===== src/rtl/bitstream_word_packer.sv =====
// Packs a byte stream into big-endian 32-bit configuration words.
// Words are framed by a sync word and a desync word, and neither of those is emitted.
module bitstream_word_packer #(
  parameter logic [31:0] SYNC_WORD   = 32'hFAB0_FAB1,
  parameter logic [31:0] DESYNC_WORD = 32'hFAB0_FAB0
) (
  input  logic        clk_i,
  input  logic        reset_i,
  input  logic [7:0]  out_data_i,
  input  logic        out_valid_i,
  output logic        out_ready_o,
  input  logic        write_busy_i,
  output logic [31:0] write_data_o,
  output logic        word_write_strobe_o,
  output logic        active_o,
  output logic [15:0] word_count_o
);

  typedef enum logic {HUNT, ACTIVE} state_t;

  state_t      state;
  logic [23:0] hunt_sr;
  logic [23:0] pack;
  logic [1:0]  byte_idx;
  logic        pending;
  logic        beat;
  logic [31:0] hunt_next;
  logic [31:0] word_next;

  // Ready and strobe depend only on pending and busy, never on out_valid_i.
  assign out_ready_o         = !pending;
  assign word_write_strobe_o = pending && !write_busy_i;
  assign beat                = out_valid_i && !pending;
  assign active_o            = (state == ACTIVE);

  assign hunt_next = {hunt_sr, out_data_i};
  assign word_next = {pack, out_data_i};

  always_ff @(posedge clk_i or posedge reset_i) begin
    if (reset_i) begin
      state        <= HUNT;
      hunt_sr      <= '0;
      pack         <= '0;
      byte_idx     <= '0;
      pending      <= 1'b0;
      write_data_o <= '0;
      word_count_o <= '0;
    end else begin
      if (word_write_strobe_o) begin
        pending <= 1'b0;
        if (word_count_o != 16'hFFFF)
          word_count_o <= word_count_o + 16'd1;
      end
      if (beat) begin
        case (state)
          HUNT: begin
            if (hunt_next == SYNC_WORD) begin
              state        <= ACTIVE;
              byte_idx     <= '0;
              word_count_o <= '0;
              hunt_sr      <= '0;
            end else begin
              hunt_sr <= hunt_next[23:0];
            end
          end
          ACTIVE: begin
            byte_idx <= byte_idx + 2'd1;
            case (byte_idx)
              2'd0: pack[23:16] <= out_data_i;
              2'd1: pack[15:8]  <= out_data_i;
              2'd2: pack[7:0]   <= out_data_i;
              default: begin
                // The closing word only ends the session and never reaches the writer.
                if (word_next == DESYNC_WORD) begin
                  state <= HUNT;
                end else begin
                  write_data_o <= word_next;
                  pending      <= 1'b1;
                end
              end
            endcase
          end
          default: state <= HUNT;
        endcase
      end
    end
  end

endmodule

===== config.mk =====
export PLATFORM = sky130hd
export DESIGN_NAME = bitstream_word_packer
export DESIGN_NICKNAME = d
export VERILOG_FILES = /design/src/rtl/bitstream_word_packer.sv
export SDC_FILE = /design/constraint.sdc
export NUM_CORES = 1
export LEC_CHECK = 0
export BUFFER_PORTS_ARGS = -buffer_cell sky130_fd_sc_hd__buf_2
export CAP_MARGIN = 40
export CORE_MARGIN = 3
export CORE_UTILIZATION = 48
export CTS_CLUSTER_DIAMETER = 40
export DETAILED_ROUTE_END_ITERATION = 12
export PLACE_DENSITY = 0.8
export SLEW_MARGIN = 15
export SYNTH_ARGS = -nofsm -noshare
export SYNTH_HDL_FRONTEND = slang
export SYNTH_SLANG_ARGS = --single-unit

===== constraint.sdc =====
create_clock -name clk_i -period 7.25 [get_ports clk_i]
set_input_delay 0.3625 -clock clk_i [delete_from_list [all_inputs] [get_ports clk_i]]
set_output_delay 0.3625 -clock clk_i [all_outputs]
set_load 0.05 [all_outputs]

After elaboration in Yosys (flattened, before gate mapping). Cells that the tools add are included.

Add/subtract/negate cells: 2. Eq/ne operators: 6. Mux-type cells: 17. Bitwise operators: 3. Reductions and logical operators: 12.

Operators by type and width (number): 2-to-1 mux 16 bit (5); equality test 32 bit, second input constant (2); 2-to-1 mux 24 bit (1); adder 16 x 1 -> 16 bit, second input constant (1); != test 16 bit, second input constant (1); AND reduction 3 bit (3); 2-to-1 mux 1 bit (8); one-hot mux 2 bit (2 select lines) (1); AND reduction 2 bit (2); AND reduction 4 bit (1); NOT 1 bit (3); OR reduction 3 bit (1); adder 2 x 1 -> 2 bit, second input constant (1); equality test 2 x 1 -> 1 bit, second input constant (1); equality test 2 bit, second input constant (1); logical AND 1 bit (2); logical NOT 1 bit (2); logical NOT 2 bit (1); 2-to-1 mux 2 bit (1); != test 2 bit, second input constant (1); one-hot mux 1 bit (2 select lines) (1).

Flip-flop bits (word level): 100. Bits of input ports: 12. Output and inout bits: 51. Logic and storage cells: 49.

Longest topological paths before layout.
Word-level depth: 7. Gate-level depth with buffers: 7. Mapped depth without buffers: 6.

Worst setup path before layout. OpenSTA, ideal clock, no wires.

Path kind: reg2reg. Start: reg word_count_o[0]. End: reg word_count_o[2]. Setup time: 86 ps. Data arrival time: 1894 ps. Required time: 7164 ps. Path slack: 5270 ps. Stages on the path, launching flop included: 7. Path buffers: 0. Clock period less this slack: 1980 ps. Cells stage by stage: dfrtp_1 -> ha_1 -> nand4_1 -> nor4_4 -> nor2_1 -> and3_1 -> nor3_1.

Cells in the longest elaborated chain, start to end: 6. Elaborated cells between the ends (all ways): 7. Classes of those cells: add/sub: 1; eq/ne: 1; mux: 5.

Ends and longest elaborated chain: start: declaration (line 16) `output logic [15:0] word_count_o`; start signal: assignment (line 52) `word_count_o <= word_count_o + 16'd1;`; adder 16 x 1 -> 16 bit or != test 16 bit (tied branches) (line 52, 51); 2-to-1 mux 16 bit (*) (line 51) `if (word_count_o != 16'hFFFF)`; 2-to-1 mux 16 bit (*) (line 49) `if (word_write_strobe_o) begin`; 2-to-1 mux 16 bit (line 57) `if (hunt_next == SYNC_WORD) begin`; 2-to-1 mux 16 bit (line 55) `case (state)`; 2-to-1 mux 16 bit (*) (line 54) `if (beat) begin`.

Mark *: on every way between the ends. The rest lies on a longest branch, timed or not. A chain may end at the register's enable or synchronous reset.

Worst setup path in the final report.
Start: reg pending. End: reg write_data_o[9].

Cells in the longest elaborated chain, start to end: 3.

Ends and longest elaborated chain: start: declaration (line 25) `logic pending;`; start signal: assignment (line 45) `pending <= 1'b0;`; start signal: assignment (line 50) `pending <= 1'b0;`; start signal: assignment (line 78) `pending <= 1'b1;`; logical NOT 1 bit (line 33) `assign beat = out_valid_i && !pending;`; logical AND 1 bit (line 33); AND reduction 4 bit (no source line); end signal: assignment (line 77) `write_data_o <= word_next;`; end: declaration (line 13) `output logic [31:0] write_data_o,`.

No other way between the ends.

==> results.cfg <==
[status]
run_status = finished, final reports clean

[synth]
synth.avg_cell_area_um2 = 11.8
async_flop_share_pct = 100
yosysWarnings = 0
syn-num-nets = 385
syn_area_mm2 = 0.00435
yosys_most_used_dff = dfrtp_1
synth-seq-area-share_pct = 57.5
synth-edff-count = 0
netlist-cell-type-count = 45
postSynthRegisterBits = 100
netlist_instances = 368

[timing]
slew_violations = 0
skew_ns = 0.0167
layout_min_cycle_time_ns = 2.18
tightest_slew_ns = 0.587
fin_crit_sh_pct = 30.1
fin_setup_tns_ns = 0
fmax_mhz = 459
setup_viol = 0
rsz0062_at_grt = false
hold_viol = 0
slew_headroom_pct = 60.9

[worst_setup_path]
critical_path_class = flip-flop to flip-flop
path_max_fanout = 27
critPathCaptureType = flip-flop
cp_data_required_time_ns = 7.50
worstPathArrival_ns = 2.43
cp-start-kind = flip-flop

[clocking]
clock_path_buffers = 2
cts.clk_slew.worst_paths_ns = 0.10
cts_tree = yes
numCtsBuffers = 9
cts.sinks = 100
post_cts_resize_count = 0
clk_root_buffer_cell = clkbuf_8
clock_latency_ns = 0.37
post_cts_buffers = 0
h-tree-depth = 3

[placed_design]
place_congestion = 0.891
place_hpwl_um = 6410
io_buffer_count = 62

[routing]
viasPerCell = 5.50
dr_total_vias = 3002
wl_um = 9160
dr.max_layer_used = met4
met3WireLength_um = 496
post_drt_wl_per_cell_um = 16.8
antenna_left = 0
m1WireLength_um = 4030
wl_met2_um = 4510
first_pass_iters = 4
drc = 0
dr.first_iter.drc_count = 206

[grt]
grt_usage_pct = 19.0
antenna_found_initial = 0
grt_start_max_net_pins = 48
overflow = 0
grt_pass1_vias = 3004
grt_pass1_wl_um = 15400

[pwr]
finalPower_uw = 973
power.density_mw_per_mm2 = 195
ir_drop_mv = 0.114
p_leak_nw = 2.67

[final_layout]
nets = 450
antennaDiodeCount = 0
area_growth_pct = 14.8
drive_gt1_share_pct = 31.5

[run]
maxCapViolCount = 0

[die]
rows = 34
die-area_mm2 = 0.0102
chipWidth_um = 101
initial_core_util_pct = 49.7
pin_count = 63
die_h_um = 101
core_area_mm2 = 0.00876

[min_path]
hp-class = primary input to flip-flop
==> report_power, final <==
group	switching (mW)	total [mW]	internal (mW)	leakage (nW)
Sequential	0.0100	0.582	0.572	1.35
Combinational	0.0317	0.0470	0.0153	1.22
Clock	0.208	0.345	0.136	0.0976
==> final timing paths <==
check,from,to,slack (ns),cells after the start
max reg2reg,pending,write_data_o[9],5.07,5
min in group asynchronous,reset_i,word_count_o[10],0.47,3
min reg2reg,hunt_sr[20],hunt_sr[20],0.46,2
min,write_busy_i,pending,0.23,3
max in group asynchronous,reset_i,pack[16],5.79,5
max,pending,write_data_o[9],5.07,5
==> cell usage after synthesis, types with 2 or more instances <==
cell type	count	share of area (%)
nor4_1	6	0.86
inv_1	6	0.52
nor4_4	3	1.5
mux2_1	6	1.6
o211ai_1	2	0.34
nor2b_1	2	0.29
nor2_1	16	1.4
nand4_1	4	0.57
nor3_1	9	1.0
nand3b_1	2	0.34
nand2_1	75	6.5
clkbuf_1	8	0.69
a21oi_1	4	0.46
o21ai_0	2	0.23
nand4b_1	5	1.0
buf_6	3	0.78
xnor2_1	11	2.2
nand2b_1	4	0.57
ha_1	5	1.4
and3_1	6	0.86
dfrtp_1	100	58
mux2_2	43	11
nand3_1	19	2.2
a22o_1	6	1.2
==> cells in the final DEF, fill, tap and decap left out, types with 5 or more instances in the layout <==
cell type	count
nand4b_1	5
mux2_1	6
mux2_2	43
a22o_1	6
xnor2_1	11
dfrtp_1	100
ha_1	5
nand3_1	19
and3_1	6
inv_1	5
nor4_1	6
nand2_1	75
nor3_1	9
buf_2	62
nor2_1	16
clkbuf_8	9
==> sequential cells by signal (all words and copies together) (netlist names) <==
signal        count
pack             24
word_count_o     16
write_data_o     32
byte_idx          2
active_o          1
pending           1
hunt_sr          24
==> worst max-delay path, stage by stage, from the launching register on <==
cell,delay [ns]
dfrtp_1,0.41
nor2b_1,0.40
and3_1,0.51
o21ai_4,0.21
buf_16,0.22
mux2_1,0.31
==> layer usage <==
layer  vias up  track usage (%)
met5         -                0
met4         0             4.91
met3        13             4.41
met2        86             30.4
met1      1497             26.3
li1       1406                -
==> logic make-up (layout without fill, tap and decap cells) <==
logic type / after synthesis / in the layout / synth area share, %
xor gates and xnor gates: 11 / 11 / 2.21
and+or+nand+nor: 163 / 163 / 20.1
buffers and inverters: 21 / 91 / 2.70
muxes: 50 / 50 / 12.9
AOI/OAI and AO/OA: 18 / 18 / 3.16
adders and majority gates: 5 / 5 / 1.44
DFF: 100 / 100 / 57.5
==> through the flow <==
| step | instances | worst slack [ns] | hold slack (ns) | cell area (um2) | utilization [%] |
|---|---|---|---|---|---|
| 2_1_floorplan | 368 | 4.27 | 0.430 | 4350 | - |
| 3_3_place_gp | 525 | 4.78 | 0.306 | 4720 | 53.8 |
| 3_5_place_dp | 528 | 5.01 | 0.309 | 4790 | 54.6 |
| 4_1_cts | 545 | 5.05 | 0.220 | 4990 | 56.9 |
| 5_1_grt | 546 | 4.98 | 0.237 | 5000 | 57.0 |
| 6_report | 546 | 5.07 | 0.234 | 5000 | 57.0 |
==> what timing repair did <==
action,4_1_cts,5_1_grt
hold buffers,1,0
endpoints found under the setup margin,0,0
endpoints found under the hold margin,16,0
==> area by class of cell <==
class | count | area [um2]
clock buffer | 10 | 128
multi-input combinational | 247 | 1730
timing repair buffer | 68 | 409
tap | 108 | 135
inverter | 7 | 28.8
fill | 765 | 3770
sequential | 100 | 2500
clock inverter | 6 | 60.1
Note: power is estimated with default switching activity, not from simulation.
